--- config.mk ---
export PLATFORM = sky130hd
export DESIGN_NAME = oam_dma_controller
export DESIGN_NICKNAME = d
export VERILOG_FILES = /design/src/rtl/gb_pkg.sv /design/src/rtl/oam_dma_controller.sv
export SDC_FILE = /design/constraint.sdc
export NUM_CORES = 1
export LEC_CHECK = 0
export CAP_MARGIN = 20
export CORE_AREA = 2 2 65 67
export CTS_CLUSTER_DIAMETER = 60
export DETAILED_ROUTE_END_ITERATION = 8
export DIE_AREA = 0 0 67 69
export DONT_BUFFER_PORTS = 1
export HOLD_SLACK_MARGIN = 0.02
export REMOVE_ABC_BUFFERS = 1
export SETUP_SLACK_MARGIN = 0.02
export SYNTH_ARGS = -nofsm -noshare
export SYNTH_HDL_FRONTEND = slang
export SYNTH_SLANG_ARGS = --single-unit
export TNS_END_PERCENT = 1
--- constraint.sdc ---
create_clock -name clock -period 3.6 [get_ports clock]
set_input_delay 0.9 -clock clock [delete_from_list [all_inputs] [get_ports clock]]
set_output_delay 0.9 -clock clock [all_outputs]
set_load 0.01 [all_outputs]
--- src/rtl/gb_pkg.sv ---
// rtl/gb_pkg.sv - shared Game Boy bus constants, DMA state type and source-page fold helper
package gb_pkg;

    localparam logic [15:0] DMA_REG_ADDR = 16'hFF46;
    localparam logic [15:0] OAM_BASE     = 16'hFE00;
    localparam logic [7:0]  OAM_BYTES    = 8'd160;
    localparam logic [7:0]  OAM_LAST     = OAM_BYTES - 8'd1;

    typedef enum logic [1:0] {
        DMA_IDLE,
        DMA_START,
        DMA_READ,
        DMA_WRITE
    } dma_state_t;

    // Pages E0..FF alias the work RAM at C0..DF (echo RAM), so fold them down.
    function automatic logic [7:0] fold_src(input logic [7:0] src);
        return (src >= 8'hE0) ? (src & 8'hDF) : src;
    endfunction

endpackage

--- src/rtl/oam_dma_controller.sv ---
// rtl/oam_dma_controller.sv - OAM DMA engine and CPU-to-memory bus owner
//
// Ports:
//   clock, reset_n             single clock, asynchronous active-low reset
//   cpu_addr/wren/wdata/rdata  CPU side of the bus
//   mem_addr/wren/wdata/rdata  memory-map side of the bus
//   dma_active                 high whenever the engine is not idle
module oam_dma_controller
    import gb_pkg::*;
#(
    parameter int MEM_LATENCY = 1,
    parameter int START_DELAY = 1
) (
    input  logic        clock,
    input  logic        reset_n,
    input  logic [15:0] cpu_addr,
    input  logic        cpu_wren,
    input  logic [7:0]  cpu_wdata,
    output logic [7:0]  cpu_rdata,
    output logic [15:0] mem_addr,
    output logic        mem_wren,
    output logic [7:0]  mem_wdata,
    input  logic [7:0]  mem_rdata,
    output logic        dma_active
);

    // The sub-counter times both the START wait and the READ hold.
    localparam logic [1:0] READ_LAST  = 2'(MEM_LATENCY);
    localparam logic [1:0] START_LAST = 2'((START_DELAY > 0) ? START_DELAY - 1 : 0);
    localparam dma_state_t ARM_STATE  = (START_DELAY == 0) ? DMA_READ : DMA_START;

    dma_state_t  state_q, state_d;
    logic [7:0]  src_q, src_d;
    logic [7:0]  idx_q, idx_d;
    logic [7:0]  data_q, data_d;
    logic [1:0]  sub_q, sub_d;

    logic        is_ff46;
    logic        ff46_wr;
    logic [7:0]  src_page;

    assign is_ff46  = (cpu_addr == DMA_REG_ADDR);
    assign ff46_wr  = cpu_wren & is_ff46;
    assign src_page = fold_src(src_q);

    always_ff @(posedge clock or negedge reset_n) begin
        if (!reset_n) begin
            state_q <= DMA_IDLE;
            src_q   <= 8'h00;
            idx_q   <= 8'h00;
            data_q  <= 8'h00;
            sub_q   <= 2'd0;
        end else begin
            state_q <= state_d;
            src_q   <= src_d;
            idx_q   <= idx_d;
            data_q  <= data_d;
            sub_q   <= sub_d;
        end
    end

    always_comb begin
        state_d = state_q;
        src_d   = src_q;
        idx_d   = idx_q;
        data_d  = data_q;
        sub_d   = sub_q;
        if (ff46_wr) begin
            // Accepted in every state; a write while busy restarts from byte 0
            // and abandons any byte still in flight.
            src_d   = cpu_wdata;
            idx_d   = 8'h00;
            sub_d   = 2'd0;
            state_d = ARM_STATE;
        end else begin
            case (state_q)
                DMA_IDLE: ;
                DMA_START: begin
                    if (sub_q == START_LAST) begin
                        sub_d   = 2'd0;
                        state_d = DMA_READ;
                    end else begin
                        sub_d = sub_q + 2'd1;
                    end
                end
                DMA_READ: begin
                    if (sub_q == READ_LAST) begin
                        data_d  = mem_rdata;
                        sub_d   = 2'd0;
                        state_d = DMA_WRITE;
                    end else begin
                        sub_d = sub_q + 2'd1;
                    end
                end
                DMA_WRITE: begin
                    if (idx_q == OAM_LAST) begin
                        idx_d   = 8'h00;
                        state_d = DMA_IDLE;
                    end else begin
                        idx_d   = idx_q + 8'd1;
                        state_d = DMA_READ;
                    end
                end
            endcase
        end
    end

    // Bus mux is driven from the registered state, so a restart landing on a
    // WRITE cycle still completes that old byte's write.
    always_comb begin
        mem_addr  = OAM_BASE;
        mem_wren  = 1'b0;
        mem_wdata = data_q;
        cpu_rdata = is_ff46 ? src_q : 8'hFF;
        case (state_q)
            DMA_IDLE: begin
                mem_addr  = cpu_addr;
                mem_wren  = cpu_wren & ~is_ff46;
                mem_wdata = cpu_wdata;
                cpu_rdata = is_ff46 ? src_q : mem_rdata;
            end
            DMA_START: ;
            DMA_READ: begin
                mem_addr = {src_page, idx_q};
            end
            DMA_WRITE: begin
                mem_addr = OAM_BASE + {8'h00, idx_q};
                mem_wren = 1'b1;
            end
        endcase
    end

    assign dma_active = (state_q != DMA_IDLE);

endmodule

==> qor.yml <==
final_layout:
  layoutNonFillerInstCount: 241
  layout.area.seq_sq_um: 700.7
  antenna_cells_inserted: 0
  layout-drive-gt1-share: 0.1832
  multiInputGateArea_sq_um: 1062
  final_nets: 236
  postLayoutCoreUtil: 0.5077
  num-fill-cells: 379
  area_growth_syn_to_layout_pct: 6.079
sta:
  slew_headroom: 0.6113
  fmaxAchievable_mhz: 294.5
  finalHoldViolations: 0
  final_min_period_over_clock_period: 0.9432
  tns_ns: 0
  period_needed_ns: 3.396
  finalMaxSlewViolations: 0
  final_critical_path_setup_slack_ns: 0.2043
  worstMarginPinSlew_ns: 0.5831
  fin_worst_skew_ns: 0.004411
  final-setup-viol-count: 0
  grt_setup_unrepaired: "false"
detailed_routing:
  route.detailed.drc: 0
  violation_count_after_the_first_detailed_routing_iteration: 59
  wl_per_cell_um: 18.33
  finalWirelength_um: 4417
  met2_wire_length_um: 2306
  dr.max_layer_used: "met4"
  via_count: 1454
  via_per_inst: 6.033
  drtPass1Iterations: 5
  antenna_left: 0
  wl_met1_um: 1833
  met3_length_um: 211
setup_path:
  reg2reg_slack_ns: 1.37
  timing.critical_path.to_type: "output pin"
  cp.arrival_ns: 2.50
  worst_r2r_endpoint: "data_q[4]"
  critPathLaunchType: "input pin"
  worstReg2RegStart: "state_q[1]"
  path_max_fanout: 8
  worstRegToRegCells: 3
  worst_ep_required_time_ns: 2.70
  crit_type: "input pin to output pin"
power_and_ir_drop:
  max-vdd-ir-drop_uv: 289.5
  fin_total_pwr_mw: 1.340
  power_density_nw_per_um2: 674.5
  power.leakage_nw: 0.9330
cts:
  clk-insertion-delay-late_ns: 0.28
  cts_hold_buf: 0
  ctsResizeCount: 0
  post_cts_setup_buffer_count: 0
  clock-root-buffer: "clkbuf_8"
  path_clk_slew_ns: 0.10
  cts-buffers-inserted: 3
  cts-root-to-sink-buffers: 2
  clkSinkCount: 28
  cts-htree-levels: 1
  cts_tree: "yes"
floorplan:
  die-width_um: 67
  die_outline_area_sq_um: 4623
  fp.dieH_um: 69
  design.portCount: 69
  core_area_sq_um: 3914
  rows: 23
  initial_utilization: 0.4786
yosys:
  synth_warnings: 0
  synth-seq-area-share: 0.3741
  synthDominantAreaCellType: "dfrtp_1"
  synth_cells: 194
  ys_async_sr_fraction: 1.000
  post_synth_main_area_contributors: "dfrtp_1 (37%), mux2_2 (9.6%), mux2_4 (6.4%)"
  post_synth_instance_area_sq_um: 1873
  synth_seq_cells: 28
  synthFlopType: "dfrtp_1"
  yosys.cell_types.count: 37
  syn-mean-instance-area_sq_um: 9.655
  synth_top_area_share: 0.3741
  synth_edf_count: 0
place:
  finalWeightedCongestion: 0.8238
  place_inst: 237
  dpl.hpwl_um: 3271
  pre_cts_slack_ns: 0.2087
  io_buffers: 0
global_routing:
  grt_max_degree: 35
  grt.overflow.total: 0
  first_global_vias: 1452
  gr-usage-all-layers: 0.2000
  first_pass_grt_wire_length_um: 7300
  grt_antenna_before_repair: 0
outcome:
  run_status: "finished clean"
worst_hold_path:
  worst_hold_path_type: "input pin to asynchronous set/reset pin"
job:
  max-cap-violations: 0
==> report_power, final <==
group	leakage, nW	switching [mW]	internal, mW	total, mW
clock	0.0357	0.102	0.149	0.251
combinational	0.546	0.320	0.257	0.577
sequential	0.351	0.101	0.411	0.512
total	0.933	0.523	0.817	1.34
==> through the flow <==
stage / cell area (sq um) / hold slack (ns)
6_report: 1987 / 0.3013
5_1_grt: 1987 / 0.2878
4_1_cts: 1987 / 0.2994
3_5_place_dp: 1916 / 0.4948
3_3_place_gp: 1916 / 0.4917
2_1_floorplan: 1815 / 0.4779
==> area by class of cell <==
cell class	instances	area share
tap	50	0.03149
clock inverter	1	0.01511
sequential	28	0.3526
inverter	14	0.02645
multi-input combinational	140	0.5346
clock buffer	3	0.02078
timing repair buffer	5	0.01889
==> cells in the mapped netlist, types with 2 or more instances <==
cell,count
mux2_4,8
nand3_1,5
xor2_1,3
inv_1,14
nand2_1,12
mux2i_1,5
a31oi_1,9
nand2b_1,2
a22oi_1,15
a21oi_1,4
clkbuf_1,8
nor2_1,29
mux2_2,16
ha_1,9
nand4_1,4
nor3_1,2
dfrtp_1,28
o21ai_0,2
==> sequential cells by signal, summed over array words and instances (netlist names) <==
signal / count
idx_q: 8
src_q: 8
sub_q: 2
state_q: 2
data_q: 8
==> logic make-up (layout without fill, tap and decap cells) <==
kind of cell             after synthesis  in the layout  synth area share
multiplexers                          29             29            0.1870
XOR/XNOR                               4              4           0.01871
AND/OR/NAND/NOR                       62             62            0.1663
AO/OA/AOI/OAI                         36             36            0.1349
buffers and inverters                 26             23           0.05878
flip-flops                            28             28            0.3741
adder cells (fa/ha/maj)                9              9           0.06012
==> worst max-delay path by stage <==
stage / startpoint / to / slack (ns) / cells past startpoint
2_1_floorplan: cpu_addr[3] / cpu_rdata[0] / 0.18 / 3
3_3_place_gp: cpu_addr[3] / cpu_rdata[2] / 0.22 / 5
3_5_place_dp: cpu_addr[3] / cpu_rdata[2] / 0.21 / 5
4_1_cts: cpu_addr[3] / cpu_rdata[2] / 0.21 / 5
5_1_grt: cpu_addr[3] / cpu_rdata[2] / 0.15 / 5
6_report: cpu_addr[3] / cpu_rdata[2] / 0.20 / 5
==> critical path, stage by stage <==
cell and delay (ns):
or4b_1 0.54, or4_1 0.54, buf_4 0.19, a31oi_1 0.17
buf_4 0.15
==> cells in the final DEF (no fill, tap or decap), drive strengths merged <==
master	synthesis	layout
a22oi	15	15
nor3	2	2
and4b	1	1
buf	4	5
or4	1	1
o21ai	2	2
a21oi	4	4
o22a	1	1
inv	14	14
xor2	3	3
or4b	2	2
ha	9	9
clkbuf	8	3
bufinv	0	1
dfrtp	28	28
nor2	30	30
nor3b	1	1
nand2	12	12
o211a	1	1
nand3	5	5
a31oi	9	9
o311a	1	1
nand4bb	1	1
and4	1	1
a211oi	1	1
mux2	24	24
nand2b	2	2
a311oi	1	1
xnor2	1	1
mux2i	5	5
a41oi	1	1
nand4	4	4
==> per-layer routing <==
metal / track usage / up-vias
met5: 0 / -
met2: 0.3201 / 43
met3: 0.03915 / 9
li1: - / 686
met4: 0.06576 / 0
met1: 0.2679 / 716
No activity file was read; power rests on OpenSTA's default activity.
